### src/rtl/cpu_ctrl_pkg.sv
// Shared definitions for the LEGv8 multi-cycle control slices: state encodings,
// control-word layout, datapath select codes and opcode constants.
package cpu_ctrl_pkg;

    typedef enum logic [1:0] {
        ST_FETCH   = 2'b00,
        ST_EXEC    = 2'b01,
        ST_WB      = 2'b10,
        ST_ILLEGAL = 2'b11
    } state_t;

    localparam int CW_WIDTH  = 31;
    localparam int REG_W     = 5;
    localparam int FS_W      = 5;
    localparam int DSEL_W    = 2;
    localparam int PS_W      = 2;

    localparam int DA_LSB    = 26;
    localparam int SA_LSB    = 21;
    localparam int SB_LSB    = 16;
    localparam int FS_LSB    = 11;
    localparam int C0_BIT    = 10;
    localparam int BSEL_BIT  = 9;
    localparam int REGW_BIT  = 8;
    localparam int MEMW_BIT  = 7;
    localparam int MEMR_BIT  = 6;
    localparam int DSEL_LSB  = 4;
    localparam int PS_LSB    = 2;
    localparam int IRL_BIT   = 1;
    localparam int STL_BIT   = 0;

    localparam logic [FS_W-1:0]   FS_ADD    = 5'b01000;
    localparam logic [FS_W-1:0]   FS_PASS_A = 5'b00000;

    localparam logic [PS_W-1:0]   PS_HOLD   = 2'b00;
    localparam logic [PS_W-1:0]   PS_INC    = 2'b01;
    localparam logic [PS_W-1:0]   PS_BRANCH = 2'b10;
    localparam logic [PS_W-1:0]   PS_REG    = 2'b11;

    localparam logic [DSEL_W-1:0] DSEL_ALU  = 2'b00;
    localparam logic [DSEL_W-1:0] DSEL_RAM  = 2'b01;
    localparam logic [DSEL_W-1:0] DSEL_PC4  = 2'b10;

    localparam logic [10:0] OP_LDUR = 11'b11111000010;
    localparam logic [10:0] OP_STUR = 11'b11111000000;
    localparam logic [10:0] OP_BR   = 11'b11010110000;
    localparam logic [5:0]  OP_BL   = 6'b100101;

    localparam logic [REG_W-1:0] LINK_REG = 5'd30;

    typedef struct packed {
        logic [REG_W-1:0]  da;
        logic [REG_W-1:0]  sa;
        logic [REG_W-1:0]  sb;
        logic [FS_W-1:0]   fs;
        logic              c0;
        logic              bsel;
        logic              reg_write;
        logic              mem_write;
        logic              mem_read;
        logic [DSEL_W-1:0] data_sel;
        logic [PS_W-1:0]   ps;
        logic              ir_load;
        logic              status_load;
    } ctrl_fields_t;

    localparam ctrl_fields_t CTRL_ZERO = '0;

endpackage

### src/rtl/ctrl_word_pack.sv
// Packs the named control fields into the 31-bit datapath control word using
// the shared field offsets, so the layout is defined in exactly one place.
module ctrl_word_pack
    import cpu_ctrl_pkg::*;
(
    input  ctrl_fields_t              fields,
    output logic [CW_WIDTH-1:0]       controlword
);

    always_comb begin
        controlword = '0;
        controlword[DA_LSB   +: REG_W]  = fields.da;
        controlword[SA_LSB   +: REG_W]  = fields.sa;
        controlword[SB_LSB   +: REG_W]  = fields.sb;
        controlword[FS_LSB   +: FS_W]   = fields.fs;
        controlword[C0_BIT]             = fields.c0;
        controlword[BSEL_BIT]           = fields.bsel;
        controlword[REGW_BIT]           = fields.reg_write;
        controlword[MEMW_BIT]           = fields.mem_write;
        controlword[MEMR_BIT]           = fields.mem_read;
        controlword[DSEL_LSB +: DSEL_W] = fields.data_sel;
        controlword[PS_LSB   +: PS_W]   = fields.ps;
        controlword[IRL_BIT]            = fields.ir_load;
        controlword[STL_BIT]            = fields.status_load;
    end

endmodule

### src/rtl/bl_br_d_control.sv
// Multi-cycle LEGv8 control slice for LDUR/STUR, BL and BR: a 2-bit state
// register plus combinational decode of the control word and constant.
module bl_br_d_control
    import cpu_ctrl_pkg::*;
(
    input  logic                clock,
    input  logic                reset,
    input  logic [31:0]         instruction,
    input  logic [4:0]          status,
    output logic [CW_WIDTH-1:0] controlword,
    output logic [63:0]         constant,
    output logic [1:0]          state
);

    state_t       state_reg;
    state_t       state_next;
    ctrl_fields_t fields;

    // Status flags play no part in these instructions.
    logic unused_status;
    assign unused_status = ^status;

    logic is_ldur;
    logic is_stur;
    logic is_bl;
    logic is_br;

    assign is_ldur = (instruction[31:21] == OP_LDUR);
    assign is_stur = (instruction[31:21] == OP_STUR);
    assign is_bl   = (instruction[31:26] == OP_BL);
    assign is_br   = (instruction[31:21] == OP_BR);

    function automatic ctrl_fields_t d_format_fields(input logic [31:0] ir, input state_t st);
        ctrl_fields_t f;
        f      = CTRL_ZERO;
        f.sa   = ir[9:5];
        f.bsel = 1'b1;
        f.fs   = FS_ADD;
        if (ir[31:21] == OP_STUR) begin
            f.sb        = ir[4:0];
            f.mem_write = 1'b1;
            f.ps        = PS_INC;
        end else begin
            // The load address stays on the bus through WB so RAM data holds.
            f.mem_read = 1'b1;
            if (st == ST_WB) begin
                f.da        = ir[4:0];
                f.reg_write = 1'b1;
                f.data_sel  = DSEL_RAM;
                f.ps        = PS_INC;
            end
        end
        return f;
    endfunction

    function automatic ctrl_fields_t bl_fields();
        ctrl_fields_t f;
        f           = CTRL_ZERO;
        f.da        = LINK_REG;
        f.reg_write = 1'b1;
        f.data_sel  = DSEL_PC4;
        f.ps        = PS_BRANCH;
        return f;
    endfunction

    function automatic ctrl_fields_t br_fields(input logic [31:0] ir);
        ctrl_fields_t f;
        f    = CTRL_ZERO;
        f.sa = ir[9:5];
        f.fs = FS_PASS_A;
        f.ps = PS_REG;
        return f;
    endfunction

    always_ff @(posedge clock or posedge reset) begin
        if (reset) begin
            state_reg <= ST_FETCH;
        end else begin
            state_reg <= state_next;
        end
    end

    always_comb begin
        fields     = CTRL_ZERO;
        constant   = '0;
        state_next = ST_FETCH;
        case (state_reg)
            ST_FETCH: begin
                fields.ir_load = 1'b1;
                state_next     = ST_EXEC;
            end
            ST_EXEC: begin
                if (is_ldur || is_stur) begin
                    fields   = d_format_fields(instruction, state_reg);
                    constant = {{55{instruction[20]}}, instruction[20:12]};
                    if (is_ldur) begin
                        state_next = ST_WB;
                    end
                end else if (is_bl) begin
                    fields   = bl_fields();
                    constant = {{38{instruction[25]}}, instruction[25:0]};
                end else if (is_br) begin
                    fields = br_fields(instruction);
                end
            end
            ST_WB: begin
                if (is_ldur) begin
                    fields   = d_format_fields(instruction, state_reg);
                    constant = {{55{instruction[20]}}, instruction[20:12]};
                end
            end
            default: begin
            end
        endcase
    end

    ctrl_word_pack u_pack (
        .fields      (fields),
        .controlword (controlword)
    );

    assign state = state_reg;

endmodule

### config.mk
export PLATFORM = sky130hd
export DESIGN_NAME = bl_br_d_control
export DESIGN_NICKNAME = d
export VERILOG_FILES = /design/src/rtl/cpu_ctrl_pkg.sv /design/src/rtl/ctrl_word_pack.sv /design/src/rtl/bl_br_d_control.sv
export SDC_FILE = /design/constraint.sdc
export NUM_CORES = 1
export LEC_CHECK = 0
export CELL_PAD_IN_SITES_DETAIL_PLACEMENT = 0
export CELL_PAD_IN_SITES_GLOBAL_PLACEMENT = 2
export CORE_MARGIN = 2
export CORE_UTILIZATION = 15
export CTS_CLUSTER_DIAMETER = 200
export CTS_CLUSTER_SIZE = 8
export DETAILED_ROUTE_END_ITERATION = 6
export GPL_TIMING_DRIVEN = 0
export PLACE_DENSITY_LB_ADDON = 0.1
export REMOVE_ABC_BUFFERS = 1
export SKIP_LAST_GASP = 1
export SLEW_MARGIN = 20
export SYNTH_ARGS = -nofsm -noshare
export SYNTH_HDL_FRONTEND = slang
export SYNTH_SLANG_ARGS = --single-unit
### constraint.sdc
create_clock -name clock -period 12 [get_ports clock]
set_clock_uncertainty 0.15 [all_clocks]
set_input_delay 3 -clock clock [delete_from_list [all_inputs] [get_ports clock]]
set_output_delay 3 -clock clock [all_outputs]
set_load 0.03 [all_outputs]
### After elaboration in Yosys (flattened, before gate mapping)

Cells that the tools add are included.

| cells by class | value |
|---|---|
| equality and inequality tests | 6 |
| multiplexer cells | 21 |
| reductions and logical operators | 2 |

Operator list:

| kind | count |
|---|---|
| 2-to-1 mux 64 bit | 3 |
| case mux 64 bit (2 select lines) | 1 |
| 2-to-1 mux 31 bit | 3 |
| case mux 29 bit (2 select lines) | 1 |
| == test 11 bit, second input constant | 3 |
| 2-to-1 mux 26 bit | 1 |
| 2-to-1 mux 5 bit | 2 |
| == test 6 bit, second input constant | 1 |
| 2-to-1 mux 3 bit | 2 |
| 2-to-1 mux 2 bit | 2 |
| case mux 2 bit (2 select lines) | 1 |
| 2-to-1 mux 1 bit | 3 |
| case mux 1 bit (3 select lines) | 1 |
| == test 2 x 1 -> 1 bit, second input constant | 1 |
| == test 2 bit, second input constant | 1 |
| zero test 2 bit | 1 |
| case mux 1 bit (2 select lines) | 1 |
| logical OR 1 bit | 1 |

| storage, ports and cells | value |
|---|---|
| flip-flop bits (word level) | 2 |
| input port bits | 39 |
| output and inout bits | 97 |

### Longest topological paths before layout

Gate-level depths: netlist (run 1).

| logic depth | value |
|---|---|
| depth in word-level cells | 5 |
| depth in mapped cells | 7 |
| depth with buffers taken out | 5 |

### Cells and area by module

From an unflattened synthesis (run 1), not the netlist that was laid out.

| second synthesis, totals | value |
|---|---|
| cells, all modules | 191 |
| area, all modules | 1,295.0 µm² |

Modules (own cells, without submodules):

| module | instances | cells an instance | area an instance (µm²) | sequential area each (µm²) |
|---|---|---|---|---|
| bl_br_d_control | 1 | 160 | 1,062.3 | 50.0 |
| ctrl_word_pack | 1 | 31 | 232.7 | 0.0 |

### Worst setup path after synthesis (run 1)

OpenSTA, ideal clock, no wires.

| timing | value |
|---|---|
| path kind | input to output |
| start | in instruction[29] |
| end | out constant[26] |
| data arrival time | 5.518 ns |
| path slack | 3.332 ns |
| cell stages on the path | 7 |
| path buffers | 3 |
| cells stage by stage | or3b_1 > or3_4 > buf_6 > buf_8 > a221oi_2 > o21a_1 > buf_4 |

| between the ends | value |
|---|---|
| cells in the longest elaborated chain, start to end | 4 |
| elaborated cells between the ends (all ways) | 8 |
| those cells by class | eq/ne: 3; mux: 4; reduce/logical: 1 |

RTL lines:

| item | line | source |
|---|---|---|
| start, declared | bl_br_d_control.sv:8 | `input logic [31:0] instruction,` |
| == test 6 bit (tied with other cells) | bl_br_d_control.sv:30 | `assign is_bl = (instruction[31:26] == OP_BL);` |
| 2-to-1 mux 64 bit or logical OR 1 bit (tied branches) | bl_br_d_control.sv:99, bl_br_d_control.sv:93 |  |
| 2-to-1 mux 64 bit | bl_br_d_control.sv:93 | `if (is_ldur \|\| is_stur) begin` |
| case mux 64 bit (2 select lines) * | bl_br_d_control.sv:87 | `case (state_reg)` |
| end, declared | bl_br_d_control.sv:11 | `output logic [63:0] constant,` |

Every way passes the cells marked *; elsewhere a longest branch is shown, timed or not.

### Final worst setup path (run 1)

| timing | value |
|---|---|
| start | in instruction[21] |
| end | out constant[54] |

| between the ends | value |
|---|---|
| cells in the longest elaborated chain, start to end | 4 |
| elaborated cells between the ends (all ways) | 6 |
| those cells by class | eq/ne: 2; mux: 3; reduce/logical: 1 |

RTL lines:

| item | line |
|---|---|
| == test 11 bit, on equally long branches | bl_br_d_control.sv:28, bl_br_d_control.sv:29 |
| logical OR 1 bit | bl_br_d_control.sv:93 |
| 2-to-1 mux 64 bit | bl_br_d_control.sv:93 |
| case mux 64 bit (2 select lines) * | bl_br_d_control.sv:87 |

Marked as above.

==> impl_metrics.toml, run 1 <==
[outcome]
status = "finished clean"

[global_route]
grt_start_max_net_pins = 40
antenna_found_initial = 0
overflow = 0
grt_util_all_layers = 0.1034
grt_pass1_wl_mm = 8.369
grt_pass1_vias = 1639

[drt]
ant_nets = 0
detail_route.iter0.violations = 37
vias = 1555
wirelength_mm = 5.394
wire_per_inst_um = 14.86
drt-pass1-iter-count = 4
via_per_inst = 4.284
drc_errors = 0

[setup_path]
crit_chain = "clkdlybuf4s50_1 > nor4b_1 > nand3_2 > nor2_2 > o21a_2 > clkdlybuf4s50_1"
worstSetupStartpointType = "primary input"
slowest_delay_ns = 0.85
crit_type = "in -> out"
cp_num_buf_inv = 2
end_kind = "output pin"
critPathTopFamily = "simple AND/OR/NAND/NOR gates"
worstSetupStartpoint = "instruction[21]"
crit_path_max_fanout = 39
crit_top_cell = "clkdlybuf4s50_1"
cp.required_ns = 8.85
critPathSlowestCell = "nor2_2"
rr_startpoint = "state[1]"
ff2ff_setup_slack_ns = 9.87
worstPathArrival_ns = 6.82

[timing]
fin_hold_ws_ns = 0.5279
hold_viol = 0
rsz0062_at_grt = "no"
fin_crit_ns = 9.970
setup_violations = 0
fmax_ghz = 0.1003
slew_headroom = 0.2456
tns_ns = 0
drv_slew = 0
worst_pin_slew_ns = 1.128
fin_crit_sh = 0.8309

[power_and_ir_drop]
peakVddDrop_mv = 0.01401
power_density_nw_per_um2 = 26.44
cellLeakagePower_nw = 0.9071

[clock_network]
clockBufferDepth = 2
cts_htree_levels = 1
clkLatencyLatePin_ns = 0.21
root_buffer = "clkbuf_8"
cts_buffers = 3
cts_resized = 0
cts.reportedPaths.clkPinSlew_ns = 0.03
ctsHoldBuffers = 0
cts_tree = "done"
post-cts-setup-buffers = 0
cts_sinks = 2

[yosys]
synth_seq_cells = 2
syn_inst = 181
async_reset_ff_frac = 1.000
synth_cell_types = 41
yosys-top-cells-count = "48 x buf_4, 20 x inv_1, 17 x o21a_1"
synthTopCellsByArea = "buf_4 27%, o21a_1 9.4%, a221oi_2 8.9%, a221oi_1 5.8%, inv_1 5.5%"
yosys_warnings = 0
yosys_most_used_dff = "dfrtp_1"
synth_edf_count = 0
synth_area_sq_um = 1356
synth_top_area_frac = 0.2657
synth_area_leader_cell = "buf_4"
syn_avg_cell_area_sq_um = 7.493
synth_most_common_cell = "buf_4"
seq_area_frac_synth = 0.03690

[place]
portBuffers = 124
dp.final_hpwl_mm = 3.972
globalplace.congestion = 0.6910

[layout]
area_growth_pct = 75.37
largest_reg_flops = 2
diodes = 0
drive_above_1_share = 0.07843
fin_nets = 299
fillCellCount = 982

[worst_hold_path]
hp-start = "state[1]"
hp-class = "reg -> reg"

[floorplan]
die_width_um = 99.09
std_cell_rows = 34
io_pins = 136
dieArea_sq_um = 9819
dieHeight_um = 99.09
coreArea_sq_um = 8763
initial_core_util = 0.1548

[run]
maxCapViolations = 0
cell usage in the layout (no fill, tap or decap), types with 2 or more instances in the layout:
master and count:
dfrtp_1 2, a21oi_1 2, clkdlybuf4s50_1 124, nor3_1 4
o21a_1 16, a221oi_2 8, ha_1 3, inv_1 20
nand3_1 2, nor2_1 3, nor4_1 2, nand2_1 4
o21ai_0 3, a22o_1 8, nor3b_1 3, conb_1 6
clkbuf_8 3, a221oi_1 9, a21o_1 4, and2_1 7
and4_1 2
worst paths after layout:
check,end,cells after the start
max in group asynchronous,state[0],2
worst max-delay path,constant[54],6
worst max register to register,state[1],4
worst min-delay path,state[0],2
worst min register to register,state[0],2
min in group asynchronous,state[1],2
where the power goes:
part | switching (mW) | internal [mW] | total [mW]
sequential | 0.0000372 | 0.00685 | 0.00689
clock | 0.00509 | 0.0212 | 0.0263
combinational | 0.0149 | 0.0148 | 0.0297
worst min-delay path: stages, from the launching register on:
cell	delay, ns
dfrtp_1	0.36
inv_1	0.07
ha_1	0.19
logic make-up after synthesis:
logic type | synth area share
AOI/OAI and AO/OA | 0.3579
adders and majority gates | 0.02768
buffers and inverters | 0.3699
DFF | 0.03690
other | 0.002765
and+or+nand+nor | 0.2048
routing by layer:
metal  global-route usage  routed length, um
met5                    0                  0
met4              0.01264                  0
met3              0.02811                522
met2               0.1788               2463
met1               0.1324               2408
layout make-up:
cell class	count	area, sq um	share of cell area
timing repair buffer	124	1241	0.5218
tap	108	135.1	0.05681
inverter	21	78.83	0.03314
clock buffer	3	41.29	0.01736
multi-input combinational	105	832.0	0.3498
sequential	2	50.05	0.02104
through the flow:
stage	area, sq um	setup slack (ns)	util	std cells	total power, mW
global placement	2328	0.8508	0.2657	360	0.03674
floorplan	952.2	-3.593	-	128	0.01908
global route	2379	1.646	0.2714	363	0.06651
CTS	2377	1.617	0.2713	363	0.06400
finish	2379	2.030	0.2714	363	0.06288
detailed placement	2336	1.618	0.2666	360	0.03679
(Power assumes the default switching activity.)
==> run 2: changes to the inputs <==
--- a/config.mk
+++ b/config.mk
@@ -8,7 +8,7 @@
 export CELL_PAD_IN_SITES_DETAIL_PLACEMENT = 0
 export CELL_PAD_IN_SITES_GLOBAL_PLACEMENT = 2
 export CORE_MARGIN = 2
-export CORE_UTILIZATION = 15
+export CORE_UTILIZATION = 14
 export CTS_CLUSTER_DIAMETER = 200
 export CTS_CLUSTER_SIZE = 8
 export DETAILED_ROUTE_END_ITERATION = 6
==> constraint.sdc (replaced) <==
create_clock -name clock -period 9.6 [get_ports clock]
set_clock_uncertainty 0.15 [all_clocks]
set_input_delay 2.4 -clock clock [delete_from_list [all_inputs] [get_ports clock]]
set_output_delay 2.4 -clock clock [all_outputs]
set_load 0.03 [all_outputs]
==> impl_metrics.toml, run 2 (same netlist as run 1, synthesis figures left out) <==
[drt]
vias = 1516
detail_route.iter0.violations = 45
wire_per_inst_um = 14.60
ant_nets = 0
wirelength_mm = 5.608
drc_errors = 0
drt-pass1-iter-count = 4
via_per_inst = 3.948

[layout]
layout_commonest_cell = "clkdlybuf4s50_1"
fin_util = 0.2578
area_growth_pct = 77.31
fin_nets = 299
drive_above_1_share = 0.07843
final_cell_mix = "124 x clkdlybuf4s50_1, 20 x inv_1, 16 x o21a_1"
multi_input_area_sq_um = 832.0
diodes = 0
largest_reg_flops = 2
ff_latch_area_sq_um = 50.05
fillCellCount = 1033

[setup_path]
critPathTopFamily = "simple AND/OR/NAND/NOR gates"
crit_chain = "clkdlybuf4s50_1 > nor4b_1 > nand3_2 > nor2_2 > o21a_2 > clkdlybuf4s50_1"
critPathSlowestCell = "nor2_2"
end_kind = "output pin"
cp_num_buf_inv = 2
worstSetupStartpointType = "primary input"
worstPathArrival_ns = 6.28
crit_type = "in -> out"
crit_path_max_fanout = 39
cp.required_ns = 7.05
crit_top_cell = "clkdlybuf4s50_1"
slowest_delay_ns = 0.84

[timing]
fin_crit_sh = 0.9199
fin_crit_ns = 8.831
layout_setup_ws_ns = 0.7692
worst_pin_slew_ns = 1.055
rsz0062_at_grt = "no"
setup_violations = 0
fmax_ghz = 0.1132
slew_headroom = 0.2942
drv_slew = 0
hold_viol = 0

[floorplan]
dieHeight_um = 102.4
initial_core_util = 0.1454
std_cell_rows = 35
dieArea_sq_um = 10490
die_width_um = 102.4
coreArea_sq_um = 9328
io_pins = 136

[clock_network]
ctsHoldBuffers = 0
cts_tree = "done"
clockBufferDepth = 2
root_buffer = "clkbuf_8"
post-cts-setup-buffers = 0
clkLatencyLatePin_ns = 0.21
cts_buffers = 3
cts_sinks = 2
cts.reportedPaths.clkPinSlew_ns = 0.03
cts_htree_levels = 1

[global_route]
use_met2 = 0.1549
grt.busiest_layer = "met2"
antenna_found_initial = 0
grt_util_all_layers = 0.1004
grt_start_max_net_pins = 40
grt_pass1_vias = 1527
overflow = 0
use_met3 = 0.03762
grtUsageMet1 = 0.1347
grt_pass1_wl_mm = 8.266

[power_and_ir_drop]
power_frac_seq = 0.110
peakVddDrop_mv = 0.03007
p_total_uw = 78.65
switching_share = 0.3190
cellLeakagePower_nw = 0.9071
p_sw_uw = 25.09
comb_power_share = 0.476
power_density_nw_per_um2 = 32.70
p_int_uw = 53.56
clockPowerShare = 0.415

[outcome]
status = "finished clean"

[run]
maxCapViolations = 0

[worst_hold_path]
hp-class = "reg -> reg"

[place]
globalplace.congestion = 0.6635
preCtsSetupSlack_ns = 0.2708
dp.final_hpwl_mm = 4.234
portBuffers = 124
## run 2: cell counts in the layout (fill, tap and decap cells not counted)
No cell type changed its count.
## run 2: worst paths after layout
| check | startpoint | end | slack, ns | cells after the start |
|---|---|---|---|---|
| min in group asynchronous | reset | state[1] | 2.20 | 2 |
| setup reg to reg | state[1] | state[1] | 7.53 | 4 |
| setup / recovery | instruction[30] | constant[41] | 0.77 | 6 |
| hold reg to reg | state[1] | state[0] | 0.55 | 2 |
| hold / removal | state[1] | state[0] | 0.55 | 2 |
| max in group asynchronous | reset | state[0] | 6.99 | 2 |
## run 2: area by class of cell
class                   instances  share of cell area
multi-input cells             105              0.3460
clock buffers                   3             0.01717
inverters                      21             0.03278
flip-flops and latches          2             0.02081
repair buffers                124              0.5161
well taps                     129             0.06712
## run 2: metrics by stage
stage               cell area (sq um)  cells  setup TNS [ns]  hold slack, ns
floorplan                       952.2    128         -186.91          0.8654
global placement                 2355    381          -19.92          0.5354
detailed placement               2362    381               0          0.5296
CTS                              2404    384               0          0.5514
global route                     2405    384               0          0.5956
finish                           2405    384               0          0.5480
## run 2: timing repair
action / 4_1_cts / 5_1_grt
endpoints found under the setup margin: 0 / 39
hold endpoints to repair: 0 / 0
gates resized for setup: 0 / 1
## run 2: power by group through the flow
| stage | Clock (mW) | Sequential [mW] | Combinational, mW |
|---|---|---|---|
| global route | 0.0346 | 0.00862 | 0.0405 |
| CTS | 0.0339 | 0.00862 | 0.0379 |
| finish | 0.0326 | 0.00861 | 0.0374 |
| global placement | 0 | 0.00869 | 0.0378 |
| floorplan | 0 | 0.00880 | 0.0150 |
| detailed placement | 0 | 0.00869 | 0.0377 |
## run 2: worst min-delay path: cells and delay by family (launching register included)
kind       cells  cell delay (ns)
fa+ha+maj      1             0.17
buf+inv        1             0.09
flops          1             0.39
## run 2: layer usage
layer / up-vias / routed length [um] / part of all wire
met5: - / 0 / 0
met4: 0 / 16 / 0.0029
met3: 2 / 737 / 0.13
met2: 107 / 2247 / 0.40
met1: 660 / 2608 / 0.47
li1: 747 / - / -
==> run 3: changes to the inputs <==
--- a/config.mk
+++ b/config.mk
@@ -13,8 +13,9 @@
 export CTS_CLUSTER_SIZE = 8
 export DETAILED_ROUTE_END_ITERATION = 6
 export GPL_TIMING_DRIVEN = 0
-export PLACE_DENSITY_LB_ADDON = 0.1
+export PLACE_DENSITY_LB_ADDON = 0.3
 export REMOVE_ABC_BUFFERS = 1
+export SETUP_SLACK_MARGIN = 0.4
 export SKIP_LAST_GASP = 1
 export SLEW_MARGIN = 20
 export SYNTH_ARGS = -nofsm -noshare
==> impl_metrics.toml, run 3 (same netlist as run 1, synthesis figures left out) <==
[outcome]
status = "finished clean"

[setup_path]
cp.required_ns = 7.05
crit_top_cell = "clkdlybuf4s50_1"
worstPathArrival_ns = 6.28
slowest_delay_ns = 0.84
critPathSlowestCell = "nor2_2"
crit_path_max_fanout = 39
crit_chain = "clkdlybuf4s50_1 > nor4b_1 > nand3_2 > nor2_2 > o21a_2 > clkdlybuf4s50_1"
crit_type = "in -> out"
end_kind = "output pin"
worstSetupStartpointType = "primary input"

[clock_network]
cts.reportedPaths.clkPinSlew_ns = 0.03
cts_htree_levels = 1
ctsHoldBuffers = 0
cts_buffers = 3
cts_sinks = 2
clkLatencyLatePin_ns = 0.21
clockBufferDepth = 2
root_buffer = "clkbuf_8"
cts_tree = "done"

[drt]
met2_length_mm = 2.640
vias = 1499
detail_route.iter0.violations = 61
top_layer = "met3"
ant_nets = 0
via_per_inst = 3.904
wirelength_mm = 5.404
drt-pass1-iter-count = 4
wl_met3_um = 364
wire_per_inst_um = 14.07
drc_errors = 0
wl_met1_mm = 2.399

[power_and_ir_drop]
cellLeakagePower_nw = 0.9071
peakVddDrop_mv = 0.06453
power_density_nw_per_um2 = 32.49

[layout]
fin_nets = 299
fin_util = 0.2578
area_growth_pct = 77.31
fillCellCount = 1035
final_cell_mix = "124 x clkdlybuf4s50_1, 20 x inv_1, 16 x o21a_1"
diodes = 0
layout_commonest_cell = "clkdlybuf4s50_1"
largest_reg_flops = 2
drive_above_1_share = 0.07843

[timing]
worst_pin_slew_ns = 1.007
fin_crit_ns = 8.829
rsz0062_at_grt = "no"
fmax_ghz = 0.1133
fin_crit_sh = 0.9196
hold_viol = 0
fin_hold_ws_ns = 0.5166
drv_slew = 0
setup_violations = 0
slew_headroom = 0.3267
layout_setup_ws_ns = 0.7715

[global_route]
grt_util_all_layers = 0.09738
grt_pass1_wl_mm = 8.024
grt_start_max_net_pins = 40
overflow = 0
grt_pass1_vias = 1387
antenna_found_initial = 0

[floorplan]
dieHeight_um = 102.4
coreArea_sq_um = 9328
std_cell_rows = 35
initial_core_util = 0.1454
dieArea_sq_um = 10490
die_width_um = 102.4
io_pins = 136

[place]
preCtsSetupSlack_ns = 0.4034
globalplace.congestion = 0.6761
dp.final_hpwl_mm = 4.063
portBuffers = 124

[run]
maxCapViolations = 0

[worst_hold_path]
hp-class = "reg -> reg"
==> run 3: repair_timing <==
| action | CTS | global route |
|---|---|---|
| endpoints found under the hold margin | 0 | 0 |
| resized for setup | 1 | 0 |
| buffers inserted | 0 | 0 |
| setup endpoints to repair | 39 | 0 |
==> run 3: final timing paths <==
path                            startpoint            to  slack, ns  depth (start not counted)
max                        instruction[30]  constant[63]       0.77                          6
min                               state[1]      state[0]       0.52                          2
max reg2reg                       state[1]      state[1]       7.47                          4
min reg2reg                       state[1]      state[0]       0.52                          2
max in group asynchronous            reset      state[0]       7.00                          2
min in group asynchronous            reset      state[1]       2.19                          2
==> run 3: power by group <==
group | total (mW) | internal [mW] | leakage (nW) | switching (mW)
registers | 0.00861 | 0.00856 | 0.0233 | 0.0000447
clock network | 0.0324 | 0.0265 | 0.0216 | 0.00596
logic | 0.0371 | 0.0185 | 0.862 | 0.0186
total | 0.0781 | 0.0535 | 0.907 | 0.0246
==> run 3: through the flow <==
step           TNS (ns)  cells  instance area, sq um  power, mW
4_1_cts               0    384                  2405    0.07966
2_1_floorplan   -186.91    128                 952.2    0.02385
3_5_place_dp          0    381                  2362    0.04581
5_1_grt               0    384                  2405    0.08378
6_report              0    384                  2405    0.07814
3_3_place_gp     -13.33    381                  2355    0.04570
==> run 3: cell type report <==
| type | instances | area (sq um) | share of cell area |
|---|---|---|---|
| flip-flops and latches | 2 | 50.05 | 0.02081 |
| clock buffers | 3 | 41.29 | 0.01717 |
| multi-input cells | 105 | 832.0 | 0.3460 |
| repair buffers | 124 | 1241 | 0.5161 |
| inverters | 21 | 78.83 | 0.03278 |
| well taps | 129 | 161.4 | 0.06712 |
==> run 3: layer usage <==
layer  up-vias  GRT usage
li1        750          -
met1       684     0.1342
met2        65     0.1654
met3         0    0.01573
met4         0   0.009231
met5         -          0
==> run 3: critical path: cells and delay by family <==
kind	cells	cell delay, ns
and+or+nand+nor	3	1.89
buffers and inverters	2	1.31
AOI/OAI and AO/OA	1	0.65
